--- src/rtl/fpu_noncomp_issue.sv ---
// Issue/writeback sequencer for the FPnew non-computational unit (SGNJ, MINMAX, CMP, CLASSIFY).
// One operation in flight, with sticky fflags, a response timeout and flush handling.
module fpu_noncomp_issue #(
    parameter int unsigned TAG_W   = 5,
    parameter int unsigned TIMEOUT = 15
) (
    input  logic                  clk_i,
    input  logic                  rst_ni,
    // request side
    input  logic                  req_valid_i,
    output logic                  req_ready_o,
    input  logic [1:0]            req_op_i,
    input  logic [2:0]            req_rnd_mode_i,
    input  logic                  req_op_mod_i,
    input  logic [63:0]           req_opa_i,
    input  logic [63:0]           req_opb_i,
    input  logic [TAG_W-1:0]      req_tag_i,
    // unit side
    output logic [1:0][31:0]      unit_operands_o,
    output logic [1:0]            unit_is_boxed_o,
    output logic [2:0]            unit_rnd_mode_o,
    output logic [3:0]            unit_op_o,
    output logic                  unit_op_mod_o,
    output logic [TAG_W-1:0]      unit_tag_o,
    output logic                  unit_in_valid_o,
    input  logic                  unit_in_ready_i,
    output logic                  unit_flush_o,
    output logic                  unit_out_ready_o,
    input  logic [31:0]           unit_result_i,
    input  logic [4:0]            unit_status_i,
    input  logic                  unit_ext_bit_i,
    input  logic [9:0]            unit_class_mask_i,
    input  logic                  unit_is_class_i,
    input  logic [TAG_W-1:0]      unit_tag_i,
    input  logic                  unit_out_valid_i,
    // writeback side
    output logic                  wb_valid_o,
    input  logic                  wb_ready_i,
    output logic [63:0]           wb_data_o,
    output logic                  wb_int_o,
    output logic [TAG_W-1:0]      wb_tag_o,
    // control / status
    input  logic                  flush_i,
    input  logic                  fflags_clr_i,
    output logic [4:0]            fflags_o,
    output logic                  err_o
);

    typedef enum logic [1:0] {IDLE, ISSUE, WAIT, RESP} state_e;
    typedef enum logic [1:0] {OP_SGNJ, OP_MINMAX, OP_CMP, OP_CLASSIFY} req_op_e;

    localparam int unsigned CNT_W = $clog2(TIMEOUT + 1);

    state_e             state_q, state_d;
    req_op_e            op_q, op_d;
    logic [2:0]         rnd_q, rnd_d;
    logic               mod_q, mod_d;
    logic [63:0]        opa_q, opa_d;
    logic [63:0]        opb_q, opb_d;
    logic [TAG_W-1:0]   tag_q, tag_d;
    logic [CNT_W-1:0]   cnt_q, cnt_d;
    logic [63:0]        data_q, data_d;
    logic               int_q, int_d;
    logic [4:0]         fflags_q, fflags_d;
    logic               err_q, err_d;

    logic               capture;
    logic               timeout;

    // A flush wins over a same-cycle response, so it also blocks the fflags update.
    assign capture = (state_q == WAIT) && unit_out_valid_i && (unit_tag_i == tag_q) && !flush_i;
    assign timeout = (state_q == WAIT) && !flush_i && !capture &&
                     (cnt_q == CNT_W'(TIMEOUT - 1));

    always_comb begin
        state_d  = state_q;
        op_d     = op_q;
        rnd_d    = rnd_q;
        mod_d    = mod_q;
        opa_d    = opa_q;
        opb_d    = opb_q;
        tag_d    = tag_q;
        cnt_d    = cnt_q;
        data_d   = data_q;
        int_d    = int_q;
        err_d    = 1'b0;
        fflags_d = (fflags_clr_i ? 5'b0 : fflags_q) | (capture ? unit_status_i : 5'b0);

        unique case (state_q)
            IDLE: begin
                if (req_valid_i) begin
                    op_d    = req_op_e'(req_op_i);
                    rnd_d   = req_rnd_mode_i;
                    mod_d   = req_op_mod_i;
                    opa_d   = req_opa_i;
                    opb_d   = req_opb_i;
                    tag_d   = req_tag_i;
                    state_d = ISSUE;
                end
            end
            ISSUE: begin
                if (flush_i) begin
                    state_d = IDLE;
                end else if (unit_in_ready_i) begin
                    cnt_d   = '0;
                    state_d = WAIT;
                end
            end
            WAIT: begin
                if (flush_i) begin
                    state_d = IDLE;
                end else if (capture) begin
                    data_d  = unit_is_class_i ? {54'b0, unit_class_mask_i}
                                              : {{32{unit_ext_bit_i}}, unit_result_i};
                    int_d   = (op_q == OP_CMP) || (op_q == OP_CLASSIFY) ||
                              ((op_q == OP_SGNJ) && mod_q);
                    state_d = RESP;
                end else if (timeout) begin
                    err_d   = 1'b1;
                    state_d = IDLE;
                end else begin
                    cnt_d   = cnt_q + CNT_W'(1);
                end
            end
            RESP: begin
                if (flush_i || wb_ready_i) state_d = IDLE;
            end
            default: state_d = IDLE;
        endcase
    end

    always_ff @(posedge clk_i or negedge rst_ni) begin
        if (!rst_ni) begin
            state_q  <= IDLE;
            op_q     <= OP_SGNJ;
            rnd_q    <= '0;
            mod_q    <= 1'b0;
            opa_q    <= '0;
            opb_q    <= '0;
            tag_q    <= '0;
            cnt_q    <= '0;
            data_q   <= '0;
            int_q    <= 1'b0;
            fflags_q <= '0;
            err_q    <= 1'b0;
        end else begin
            state_q  <= state_d;
            op_q     <= op_d;
            rnd_q    <= rnd_d;
            mod_q    <= mod_d;
            opa_q    <= opa_d;
            opb_q    <= opb_d;
            tag_q    <= tag_d;
            cnt_q    <= cnt_d;
            data_q   <= data_d;
            int_q    <= int_d;
            fflags_q <= fflags_d;
            err_q    <= err_d;
        end
    end

    // Values follow fpnew_pkg::operation_e (SGNJ=6, MINMAX=7, CMP=8, CLASSIFY=9).
    always_comb begin
        unique case (op_q)
            OP_SGNJ:     unit_op_o = 4'd6;
            OP_MINMAX:   unit_op_o = 4'd7;
            OP_CMP:      unit_op_o = 4'd8;
            OP_CLASSIFY: unit_op_o = 4'd9;
            default:     unit_op_o = 4'd6;
        endcase
    end

    assign req_ready_o        = (state_q == IDLE) && rst_ni;
    assign unit_operands_o[0] = opa_q[31:0];
    assign unit_operands_o[1] = opb_q[31:0];
    assign unit_is_boxed_o[0] = &opa_q[63:32];
    assign unit_is_boxed_o[1] = &opb_q[63:32];
    assign unit_rnd_mode_o    = rnd_q;
    assign unit_op_mod_o      = mod_q;
    assign unit_tag_o         = tag_q;
    assign unit_in_valid_o    = (state_q == ISSUE);
    assign unit_out_ready_o   = (state_q == WAIT);
    assign unit_flush_o       = (flush_i && rst_ni) || err_q;
    assign wb_valid_o         = (state_q == RESP);
    assign wb_data_o          = data_q;
    assign wb_int_o           = int_q;
    assign wb_tag_o           = tag_q;
    assign fflags_o           = fflags_q;
    assign err_o              = err_q;

endmodule

--- config.mk ---
export PLATFORM = sky130hd
export DESIGN_NAME = fpu_noncomp_issue
export DESIGN_NICKNAME = d
export VERILOG_FILES = /design/src/rtl/fpu_noncomp_issue.sv
export SDC_FILE = /design/constraint.sdc
export NUM_CORES = 1
export LEC_CHECK = 0
export BUFFER_PORTS_ARGS = -buffer_cell sky130_fd_sc_hd__buf_2
export CAP_MARGIN = 10
export CORE_AREA = 2 2 139 141
export DETAILED_ROUTE_END_ITERATION = 7
export DIE_AREA = 0 0 141 143
export PLACE_DENSITY = 0.84
export RECOVER_POWER = 25
export SETUP_SLACK_MARGIN = 0.2
export SLEW_MARGIN = 20
export SYNTH_ARGS = -nofsm -noshare
export SYNTH_HDL_FRONTEND = slang
export SYNTH_SLANG_ARGS = --single-unit
--- constraint.sdc ---
create_clock -name clk_i -period 2.6 [get_ports clk_i]
set_clock_uncertainty 0.15 [all_clocks]
set_input_delay 0.52 -clock clk_i [delete_from_list [all_inputs] [get_ports clk_i]]
set_output_delay 0.52 -clock clk_i [all_outputs]
set_load 0.02 [all_outputs]
; Yosys cells after proc, flatten, opt, wreduce, memory -nomap -nowiden
; Index checks and enable logic that the tools add are counted.
[classes]
mux = 22
bitwise = 2
eq_ne = 17
add_sub_neg = 1
n_reduce_logical = 24
[ops]
columns = operator, n
row1 = 2-to-1 mux 64 bit, 1
row2 = AND reduction 32 bit, 2
row3 = 2-to-1 mux 4 bit, 5
row4 = case mux 4 bit (4 select lines), 1
row5 = 2-to-1 mux 2 bit, 7
row6 = 2-to-1 mux 5 bit, 2
row7 = != test 2 bit (second input constant), 5
row8 = logical AND 1 bit, 9
row9 = equality test 2 bit (second input constant), 4
row10 = case mux 2 bit (4 select lines), 1
row11 = case mux 4 bit (2 select lines), 1
row12 = AND reduction 6 bit, 1
row13 = equality test 5 bit, 1
row14 = OR 5 bit, 1
row15 = adder 4 x 1 -> 4 bit (second input constant), 1
row16 = equality test 2 x 1 -> 1 bit (second input constant), 2
row17 = equality test 4 bit (second input constant), 1
row18 = zero test 2 bit, 2
row19 = logical OR 1 bit, 4
row20 = 2-to-1 mux 1 bit, 4
row21 = != test 2 x 1 -> 1 bit (second input constant), 2
row22 = != test 4 x 1 -> 1 bit (second input constant), 1
row23 = AND reduction 4 bit, 1
row24 = != test 3 x 1 -> 1 bit (second input constant), 1
row25 = other kinds (5), 6
[totals]
elab_cells = 78
reg_bits = 216
out_inout_bits = 160
in_bits = 201

; Logic depth before layout (Yosys ltp)
; Gate-level depths: netlist of the first run.
[depth]
ltp_word = 11
depth_mapped = 8
mapped_depth_nobuf = 6

; Least setup slack after synthesis of the first run
; OpenSTA, ideal clock, no wires.
[synth_timing]
path_type = input to register
from = input flush_i
to = register cnt_q[2]
path_buffers = 1
setup_ns = 0.124
t_arrival_ns = 1.816
required_time_ns = 2.326
setup_slack_ns = 0.510
path_stages = 6
path_cell_list = or3b_1 -> nor4_2 -> and4_1 -> buf_2 -> nor4b_1 -> a211o_1
[synth_between]
elab_chain_len = 7
word_cells_on_any_way = 11
cone_classes = eq/ne: 4 / reduce/logical: 7
[synth_rtl]
columns = element, line_no
row1 = "start, declared", 43  ; input logic flush_i,
row2 = zero test 1 bit, "71, 72"
row3 = logical AND 1 bit, 71  ; assign capture = (state_q == WAIT) && unit_out_valid_i && (unit_tag_i == tag_q) && !flush_i;
row4 = zero test 1 bit, 72  ; assign timeout = (state_q == WAIT) && !flush_i && !capture &&
row5 = logical AND 1 bit (2 in series), 72
row6 = != test 2 bit (no line), -
row7 = AND reduction 6 bit (no line) (*), -
row8 = "end signal, assigned", 154  ; cnt_q <= cnt_d;
row9 = "end, declared", 61  ; logic [CNT_W-1:0] cnt_q, cnt_d;
; Mark *: on every way between the ends. The rest lies on a longest branch, timed or not.
; A chain may end at the register's enable or synchronous reset.

; Worst setup path in the final report of the first run
[layout_timing]
from = register opb_q[62]
to = output unit_is_boxed_o[1]
[layout_between]
elab_chain_len = 1
[layout_rtl]
columns = element, line_no
row1 = "start, declared", 59  ; logic [63:0] opb_q, opb_d;
row2 = "start signal, assigned", 152  ; opb_q <= opb_d;
row3 = AND reduction 32 bit, 177  ; assign unit_is_boxed_o[1] = &opb_q[63:32];
row4 = "end, declared", 20  ; output logic [1:0] unit_is_boxed_o,
; Every way passes these cells.

==> impl_metrics.tcl, run 1 <==
set metrics [dict create \
    final.period_utilization_pct 90.95 \
    synth_compound_area_share_pct 1.912 \
    synthFlopType "dfrtp_1" \
    io_pins 361 \
    gp_congestion 0.8267 \
    synth_seq_cells 185 \
    yosysMostFrequentCell "nand2_1" \
    grt_first_pass_wirelength_um 32820 \
    ys_top_cells_by_count "nand2_1, dfrtp_1, buf_4, clkbuf_1, nand3b_1" \
    die_w_um 141 \
    maxSlewHeadroom_pct 8.908 \
    syn_area_per_cell_um2 8.792 \
    setup.worst_path.end "unit_is_boxed_o[1]" \
    cp-end-kind "output port" \
    tightest_slew_ns 1.364 \
    drive_above_1_share_pct 34.72 \
    yosys.area.top_type "dfrtp_1" \
    grt_antenna_before_repair 1 \
    reg2reg_setup_slack_ns 0.35 \
    setup_ws_ns 0.2354 \
    r2r_end "cnt_q[2]" \
    synthTopCellsByArea "dfrtp_1, nand2_1, buf_4, nand3b_1, clkbuf_1" \
    hpwlAfterDp_um 15110 \
    clockRootBuffer "clkbuf_16" \
    seq_area_mm2 0.004629 \
    yosysWarningCount 0 \
    num_antenna_cells 0 \
    nets 1395 \
    crit_path_max_fanout 2 \
    grt_max_degree 88 \
    detail_route.drc_violations 0 \
    cp-start-kind "register" \
    syn-num-nets 1141 \
    yosys.area_share.simple_pct 27.66 \
    totalWireLength_um 20820 \
    p_leak_nw 6.006 \
    maxSlewViolCount 0 \
    synthCells 938 \
    syn_area_mm2 0.008247 \
    die_height_um 143 \
    run_status "completed" \
    hold_viol 0 \
    required_ns 1.93 \
    drtPass1Iterations 6 \
    vdd_drop_max_mv 0.6427 \
    finalSetupViolations 0 \
    wl_per_cell_um 14.48 \
    synthArstFlopShare_pct 100.0 \
    clock_path_buffers 2 \
    numCtsBuffers 17 \
    core_area_mm2 0.01858 \
    final.setup.tns_ns 0 \
    track_usage_pct 20.57 \
    clk_pin_slew_ns 0.07 \
    critical_path_arrival_ns 1.69 \
    rsz0062_at_grt "true" \
    synth_top_area_share_pct 56.14 \
    htreeDepth 4 \
    vias 6727 \
    r2r_start "state_q[0]" \
    power_per_cell_area_mw_per_mm2 1123 \
    reg2regPathDepth 5 \
    synth_cell_types 37 \
    grt_pass1_vias 6557 \
    dp_worst_setup_slack_ns 0.08922 \
    grt_overflow_total 0 \
    multiInputGateArea_mm2 0.002644 \
    synth_xor_area_share_pct 0.5310 \
    drt_iter0_markers 344 \
    portBuffers 360 \
    drv_cap 0 \
    cp-startpoint "opb_q[62]" \
    clock_sinks 185 \
    cts_tree "built" \
    initial_core_util_pct 44.38 \
    period_needed_ns 2.365 \
    max_freq_ghz 0.4229 \
    clk_latency_ns 0.42 \
    nFillCells 1680 \
    dieArea_mm2 0.02016 \
    placementRows 50 \
    ys_seq_area_share_pct 56.14 \
    crit_type "register to output port" \
    synthMuxAreaShare_pct 1.350 \
    synth_fa_ha_area_share_pct 0.3034 \
    synth-edff-count 0 \
    synth_top_family_by_area "simple AND/OR/NAND/NOR gates" \
    via_per_inst 4.678 \
    area_delta_synth_final_pct 23.97 \
    hp-class "primary input to register" \
    drtAntennaViolNets 0 \
]
-- stage by stage --
stage	std cells	hold WS, ns	instance area (um^2)	util, %	power [mW]
final	1438	0.1294	10220	55.02	11.49
after global routing	1438	0.1156	10220	55.02	12.31
after global placement	1402	0.2914	9572	51.52	8.711
after detailed placement	1402	0.2962	9572	51.52	8.885
after floorplan	938	0.07441	8247	-	8.078
after CTS	1436	0.1090	10230	55.05	11.59
-- state kept, by name, indices dropped and copies added (netlist names) --
name             count
err_o                1
unit_rnd_mode_o      3
wb_int_o             1
unit_tag_o           5
op_q                 2
opb_q               64
fflags_o             5
unit_op_mod_o        1
cnt_q                4
opa_q               64
state_q              2
wb_data_o           33
-- final cells by class --
type | instances | area share (%)
multi-input combinational | 596 | 25.86
tap | 234 | 2.864
timing repair buffer | 384 | 19.84
clock inverter | 13 | 1.567
sequential | 185 | 45.28
clock buffer | 18 | 4.296
inverter | 8 | 0.2937
-- how the worst min path moves through the flow --
stage | start | to | slack (ns) | depth (start not counted)
6_report | req_opa_i[28] | opa_q[28] | 0.13 | 3
5_1_grt | req_opb_i[18] | opb_q[18] | 0.12 | 3
4_1_cts | req_opa_i[28] | opa_q[28] | 0.11 | 3
3_5_place_dp | rst_ni | opb_q[22] | 0.30 | 1
3_3_place_gp | rst_ni | opb_q[27] | 0.29 | 1
2_1_floorplan | rst_ni | cnt_q[0] | 0.07 | 0
-- worst max-delay path, cell delays in order, from the launching register on --
cell     delay, ns
dfrtp_1       0.37
nand4_1       0.13
or4_1         0.50
nor2_1        0.12
buf_4         0.15
-- report_power, final --
group,internal (mW),total [mW],switching (mW)
clock,1.47,2.66,1.19
sequential,4.02,4.66,0.644
combinational,1.40,4.16,2.76
-- cells in the final DEF, fill, tap and decap left out, drive strengths merged, types with 3 or more instances in the layout --
cell type  instances
and2               3
nand3              3
nor2               9
inv               14
buf              379
mux2i             10
nand4             18
clkinv             3
clkbuf            21
nand2            478
o21ai             17
or4                4
dfrtp            185
nand3b            23
xor2               3
-- cells by family (layout without fill, tap and decap cells) --
family / count (synthesis) / in the layout
flip-flops: 185 / 185
XOR/XNOR: 5 / 5
AND/OR/NAND/NOR: 551 / 551
adder cells (fa/ha/maj): 2 / 2
buffers and inverters: 157 / 423
AO/OA/AOI/OAI: 27 / 27
multiplexers: 11 / 11
-- layer usage --
| layer | wire length (um) | global-route usage (%) | vias up |
|---|---|---|---|
| li1 | - | - | 3327 |
| met1 | 8803 | 25.99 | 3114 |
| met2 | 10290 | 34.81 | 256 |
| met3 | 1332 | 5.131 | 28 |
| met4 | 388 | 6.895 | 2 |
| met5 | 5 | 0 | - |
-- timing repair --
| action | 4_1_cts | 5_1_grt |
|---|---|---|
| hold buffers | 2 | 0 |
| setup endpoints to repair | 2 | 2 |
| pin swaps | 3 | 3 |
| buffers inserted | 1 | 2 |
| gates resized for setup | 6 | 1 |
| hold endpoints to repair | 30 | 0 |
| gates cloned | 0 | 0 |
(Power assumes the default switching activity.)
==> run 2: changes to the inputs <==
--- a/config.mk
+++ b/config.mk
@@ -7,10 +7,11 @@
 export LEC_CHECK = 0
 export BUFFER_PORTS_ARGS = -buffer_cell sky130_fd_sc_hd__buf_2
 export CAP_MARGIN = 10
-export CORE_AREA = 2 2 139 141
+export CORE_AREA = 2 2 141 143
+export CTS_BUF_LIST = sky130_fd_sc_hd__clkbuf_8
 export DETAILED_ROUTE_END_ITERATION = 7
-export DIE_AREA = 0 0 141 143
-export PLACE_DENSITY = 0.84
+export DIE_AREA = 0 0 143 145
+export PLACE_DENSITY = 0.83
 export RECOVER_POWER = 25
 export SETUP_SLACK_MARGIN = 0.2
 export SLEW_MARGIN = 20
==> impl_metrics.tcl, run 2 (synthesized netlist as in run 1, its figures left out) <==
set metrics [dict create \
    run_status "complete, but fails checks" \
    violations "max-slew violations" \
    area_delta_synth_final_pct 21.38 \
    gp_congestion 0.7769 \
    period_needed_ns 2.442 \
    nets 1387 \
    clock_sinks 185 \
    detail_route.drc_violations 0 \
    io_pins 361 \
    grt_first_pass_wirelength_um 32110 \
    maxSlewHeadroom_pct -2.660 \
    clkPwrFrac_pct 17.7 \
    finalSetupViolations 0 \
    numCtsBuffers 17 \
    mostFrequentLayoutCell "nand2_1" \
    required_ns 1.93 \
    final_cell_area_mm2 0.01001 \
    power_per_cell_area_mw_per_mm2 1070 \
    initial_core_util_pct 42.94 \
    grt_antenna_before_repair 0 \
    tightest_slew_ns 1.540 \
    track_usage_pct 19.41 \
    hpwlAfterDp_um 14530 \
    slowest_stage "or4_4" \
    crit_type "register to output port" \
    crit_family "simple AND/OR/NAND/NOR gates" \
    die_w_um 143 \
    switching_power_mw 4.576 \
    switching_share_pct 42.71 \
    wl_met2_um 10180 \
    grt_pass1_vias 6581 \
    top_layer "met4" \
    grt_overflow_total 0 \
    crit_path_max_fanout 2 \
    grt_max_degree 140 \
    clock_path_buffers 2 \
    vias 6786 \
    htreeDepth 4 \
    critical_path_arrival_ns 1.77 \
    final.setup.tns_ns 0 \
    totalWireLength_um 20340 \
    vdd_drop_max_mv 0.5995 \
    final_cell_mix "nand2_1, buf_2, dfrtp_1" \
    cp-end-kind "output port" \
    placementRows 51 \
    reg2regPathDepth 6 \
    final.period_utilization_pct 93.94 \
    p_comb_share_pct 38.8 \
    drtPass1Iterations 5 \
    max_freq_ghz 0.4094 \
    cp-start-kind "register" \
    met3_length_um 1398 \
    core_area_mm2 0.01921 \
    via_per_inst 4.638 \
    cp_num_cells 4 \
    p_leak_nw 5.874 \
    path_cells "nand4_1 > or4_4 > nor2_4 > buf_6" \
    maxSlewViolCount 124 \
    clockRootBuffer "clkbuf_8" \
    crit_buf_inv 1 \
    p_int_mw 6.139 \
    reg2reg_setup_slack_ns 0.25 \
    rsz0062_at_grt "true" \
    die_height_um 145 \
    drtAntennaViolNets 0 \
    wl_per_cell_um 13.90 \
    hold_viol 0 \
    dieArea_mm2 0.02074 \
    nFillCells 1723 \
    clk_latency_ns 0.45 \
    drt_iter0_markers 259 \
    dpl_cell_area_mm2 0.009560 \
    whs_path_depth 3 \
    drive_above_1_share_pct 34.84 \
    met1Wirelength_um 8410 \
    hp-class "primary input to register" \
    clk_pin_slew_ns 0.11 \
    slowest_delay_ns 0.55 \
    portBuffers 360 \
    drv_cap 0 \
    final_core_util_pct 52.11 \
    cts_tree "built" \
    pwr-share-seq_pct 43.5 \
]
==> run 2: cell types whose count changed in the layout (fill, tap and decap cells not counted), moves of 4 or more <==
cell       previous run  this run
clkbuf_8              2        17
inv_6                 2         6
clkinv_8              0         4
clkbuf_16            17         0
buf_4                19        12
==> run 2: power groups by stage <==
| stage | logic (mW) | clock network (mW) | registers, mW |
|---|---|---|---|
| 2_1_floorplan | 3.37 | 0 | 4.70 |
| 3_3_place_gp | 4.06 | 0 | 4.67 |
| 3_5_place_dp | 4.19 | 0 | 4.69 |
| 4_1_cts | 4.19 | 1.96 | 4.66 |
| 5_1_grt | 4.65 | 2.07 | 4.79 |
| 6_report | 4.16 | 1.90 | 4.66 |
==> run 2: through the flow <==
step / setup WS (ns) / hold slack [ns] / total power [mW] / cells
3_3_place_gp: 0.1430 / 0.2163 / 8.725 / 1425
5_1_grt: 0.06441 / 0.05458 / 11.52 / 1462
4_1_cts: 0.1532 / 0.05268 / 10.81 / 1459
6_report: 0.1576 / 0.08865 / 10.71 / 1463
2_1_floorplan: 0.5099 / 0.07441 / 8.078 / 938
3_5_place_dp: 0.06603 / 0.2137 / 8.875 / 1425
==> run 2: worst paths after layout <==
| check | to | from |
|---|---|---|
| min in group asynchronous | opb_q[14] | rst_ni |
| min | opa_q[13] | req_opa_i[13] |
| max in group asynchronous | opa_q[62] | rst_ni |
| max reg2reg | opa_q[60] | state_q[1] |
| min reg2reg | wb_data_o[13] | wb_data_o[13] |
| max | unit_is_boxed_o[0] | opa_q[51] |
==> run 2: metal layers <==
metal / vias up / GRT usage (%)
met5: - / 0
met4: 0 / 6.337
met3: 25 / 4.752
met2: 266 / 33.21
met1: 3183 / 23.95
li1: 3312 / -
==> run 2: worst reg2reg max path, cell delays in order (launching register included) <==
cell and delay (ns):
dfrtp_1 0.36, buf_4 0.16, nor2_2 0.07, nand2_4 0.06, clkbuf_4 1.02, nand2_1 0.34
nand2_1 0.13
==> run 2: cell type report <==
class | instances | area (um^2) | area share [%]
Multi-Input combinational cell | 596 | 2656 | 26.54
Sequential cell | 185 | 4629 | 46.25
Clock inverter | 15 | 157.7 | 1.575
Tap cell | 265 | 331.6 | 3.312
Timing Repair Buffer | 376 | 1968 | 19.66
Inverter | 8 | 30.03 | 0.3000
Antenna cell | 1 | 2.502 | 0.02500
Clock buffer | 17 | 234.0 | 2.337
==> run 2: repair_timing <==
item                                   in CTS  in global routing
setup endpoints to repair                   2                  3
gates resized for setup                     7                  5
buffers inserted                            1                  3
endpoints found under the hold margin      10                  0
hold buffers                                1                  0
pin swaps                                   6                  5
==> run 3: changes to the inputs <==
--- a/config.mk
+++ b/config.mk
@@ -7,14 +7,16 @@
 export LEC_CHECK = 0
 export BUFFER_PORTS_ARGS = -buffer_cell sky130_fd_sc_hd__buf_2
 export CAP_MARGIN = 10
-export CORE_AREA = 2 2 141 143
+export CELL_PAD_IN_SITES_DETAIL_PLACEMENT = 1
+export CELL_PAD_IN_SITES_GLOBAL_PLACEMENT = 1
+export CORE_MARGIN = 2
+export CORE_UTILIZATION = 35
 export CTS_BUF_LIST = sky130_fd_sc_hd__clkbuf_8
 export DETAILED_ROUTE_END_ITERATION = 7
-export DIE_AREA = 0 0 143 145
-export PLACE_DENSITY = 0.83
+export PLACE_DENSITY = 0.91
 export RECOVER_POWER = 25
 export SETUP_SLACK_MARGIN = 0.2
-export SLEW_MARGIN = 20
 export SYNTH_ARGS = -nofsm -noshare
 export SYNTH_HDL_FRONTEND = slang
 export SYNTH_SLANG_ARGS = --single-unit
+export TNS_END_PERCENT = 1
==> impl_metrics.tcl, run 3 (synthesized netlist as in run 1, its figures left out) <==
set metrics [dict create \
    placementRows 56 \
    cp-start-kind "register" \
    via_per_inst 4.610 \
    p_int_mw 6.224 \
    grt_overflow_total 0 \
    met3_usage_pct 6.112 \
    tightest_slew_ns 1.558 \
    grt_max_degree 69 \
    p_comb_share_pct 38.8 \
    drtPass1Iterations 4 \
    hpwlAfterDp_um 17760 \
    switching_share_pct 42.82 \
    required_ns 1.93 \
    cts_tree "built" \
    clk_latency_ns 0.44 \
    die_height_um 157.5 \
    crit_path_max_fanout 2 \
    num_antenna_cells 0 \
    maxSlewHeadroom_pct -3.848 \
    mostFrequentLayoutCell "nand2_1" \
    busiest_layer "met2" \
    maxSlewViolCount 26 \
    instances_no_fill 1517 \
    period_needed_ns 2.426 \
    portBuffers 360 \
    vdd_drop_max_mv 0.5492 \
    rsz0062_at_grt "true" \
    power_per_cell_area_mw_per_mm2 1079 \
    grt_pass1_vias 7212 \
    clockRootBuffer "clkbuf_8" \
    io_pins 361 \
    dieArea_mm2 0.02481 \
    hold_viol 0 \
    final_cell_mix "nand2_1, buf_2, dfrtp_1" \
    path_cells "nand4_1 > or4_4 > nor2_4 > buf_6" \
    totalWireLength_um 23900 \
    area_delta_synth_final_pct 22.29 \
    track_usage_pct 19.05 \
    drv_cap 1 \
    numCtsBuffers 17 \
    clock_sinks 185 \
    pwr-share-seq_pct 43.3 \
    gp_congestion 0.7691 \
    met1_usage_pct 22.40 \
    clkPwrFrac_pct 17.9 \
    final.setup.tns_ns 0 \
    hp-class "primary input to register" \
    grt_antenna_before_repair 2 \
    drive_above_1_share_pct 34.47 \
    cp-end-kind "output port" \
    wl_per_cell_um 15.76 \
    grt_first_pass_wirelength_um 37050 \
    p_leak_nw 5.884 \
    die_w_um 157.5 \
    final.period_utilization_pct 93.31 \
    nets 1389 \
    slowest_delay_ns 0.57 \
    crit_type "register to output port" \
    switching_power_mw 4.661 \
    finalSetupViolations 0 \
    core_area_mm2 0.02333 \
    run_status "complete, but fails checks" \
    detail_route.drc_violations 0 \
    grtUsageMet2_pct 33.56 \
    drt_iter0_markers 328 \
    violations "max-capacitance violations, max-slew violations" \
    critical_path_arrival_ns 1.76 \
    htreeDepth 4 \
    drtAntennaViolNets 0 \
    placed_cells 1482 \
    vias 6993 \
    clock_path_buffers 2 \
    clk_pin_slew_ns 0.11 \
    slowest_stage "or4_4" \
    max_freq_ghz 0.4122 \
    initial_core_util_pct 35.34 \
]
## run 3: layer usage
metal	vias to the layer above	routed length [um]
li1	3312	-
met1	3380	9574
met2	267	12070
met3	32	1835
met4	2	406
met5	-	13
## run 3: what timing repair did
action	4_1_cts	5_1_grt
resized for setup	8	0
buffers inserted	1	1
endpoints found under the setup margin	2	52
hold buffers	2	0
endpoints found under the hold margin	25	0
pin swaps	5	0
## run 3: metrics by stage
stage	total power [mW]	hold slack (ns)	setup WS [ns]	cell area (um^2)	util, %
finish	10.89	0.1005	0.1741	10080	43.22
global route	11.75	0.04677	0.06673	10080	43.22
global placement	8.793	0.2939	0.2279	9678	41.48
floorplan	8.078	0.07441	0.5099	8247	-
CTS	11.07	0.05666	0.1512	10130	43.40
detailed placement	9.063	0.2971	0.1048	9678	41.48
## run 3: final cells by class
type | count | area [um^2]
Timing Repair Buffer | 378 | 1994
Sequential cell | 185 | 4629
Multi-Input combinational cell | 596 | 2648
Tap cell | 319 | 399.1
Clock inverter | 13 | 136.4
Clock buffer | 18 | 247.7
Inverter | 8 | 30.03
Fill cell | 2885 | 13250
## run 3: final timing paths
path | start | endpoint | slack [ns] | depth (start not counted)
max | opb_q[54] | unit_is_boxed_o[1] | 0.17 | 4
min | req_opa_i[7] | opa_q[7] | 0.10 | 3
max reg2reg | state_q[0] | cnt_q[1] | 0.21 | 5
min reg2reg | wb_data_o[16] | wb_data_o[16] | 0.32 | 2
max in group asynchronous | rst_ni | opb_q[27] | 0.23 | 3
min in group asynchronous | rst_ni | opa_q[63] | 0.66 | 3
## run 3: power groups by stage
stage	clock (mW)	combinational [mW]	sequential, mW
2_1_floorplan	0	3.37	4.70
3_3_place_gp	0	4.10	4.70
3_5_place_dp	0	4.31	4.76
4_1_cts	2.03	4.32	4.72
5_1_grt	2.14	4.75	4.85
6_report	1.95	4.23	4.71
## run 3: critical path: cells and delay by family (launching register included)
| family | cells | cell delay, ns |
|---|---|---|
| buffers and inverters | 1 | 0.12 |
| flip-flops | 1 | 0.37 |
| AND/OR/NAND/NOR | 3 | 0.82 |
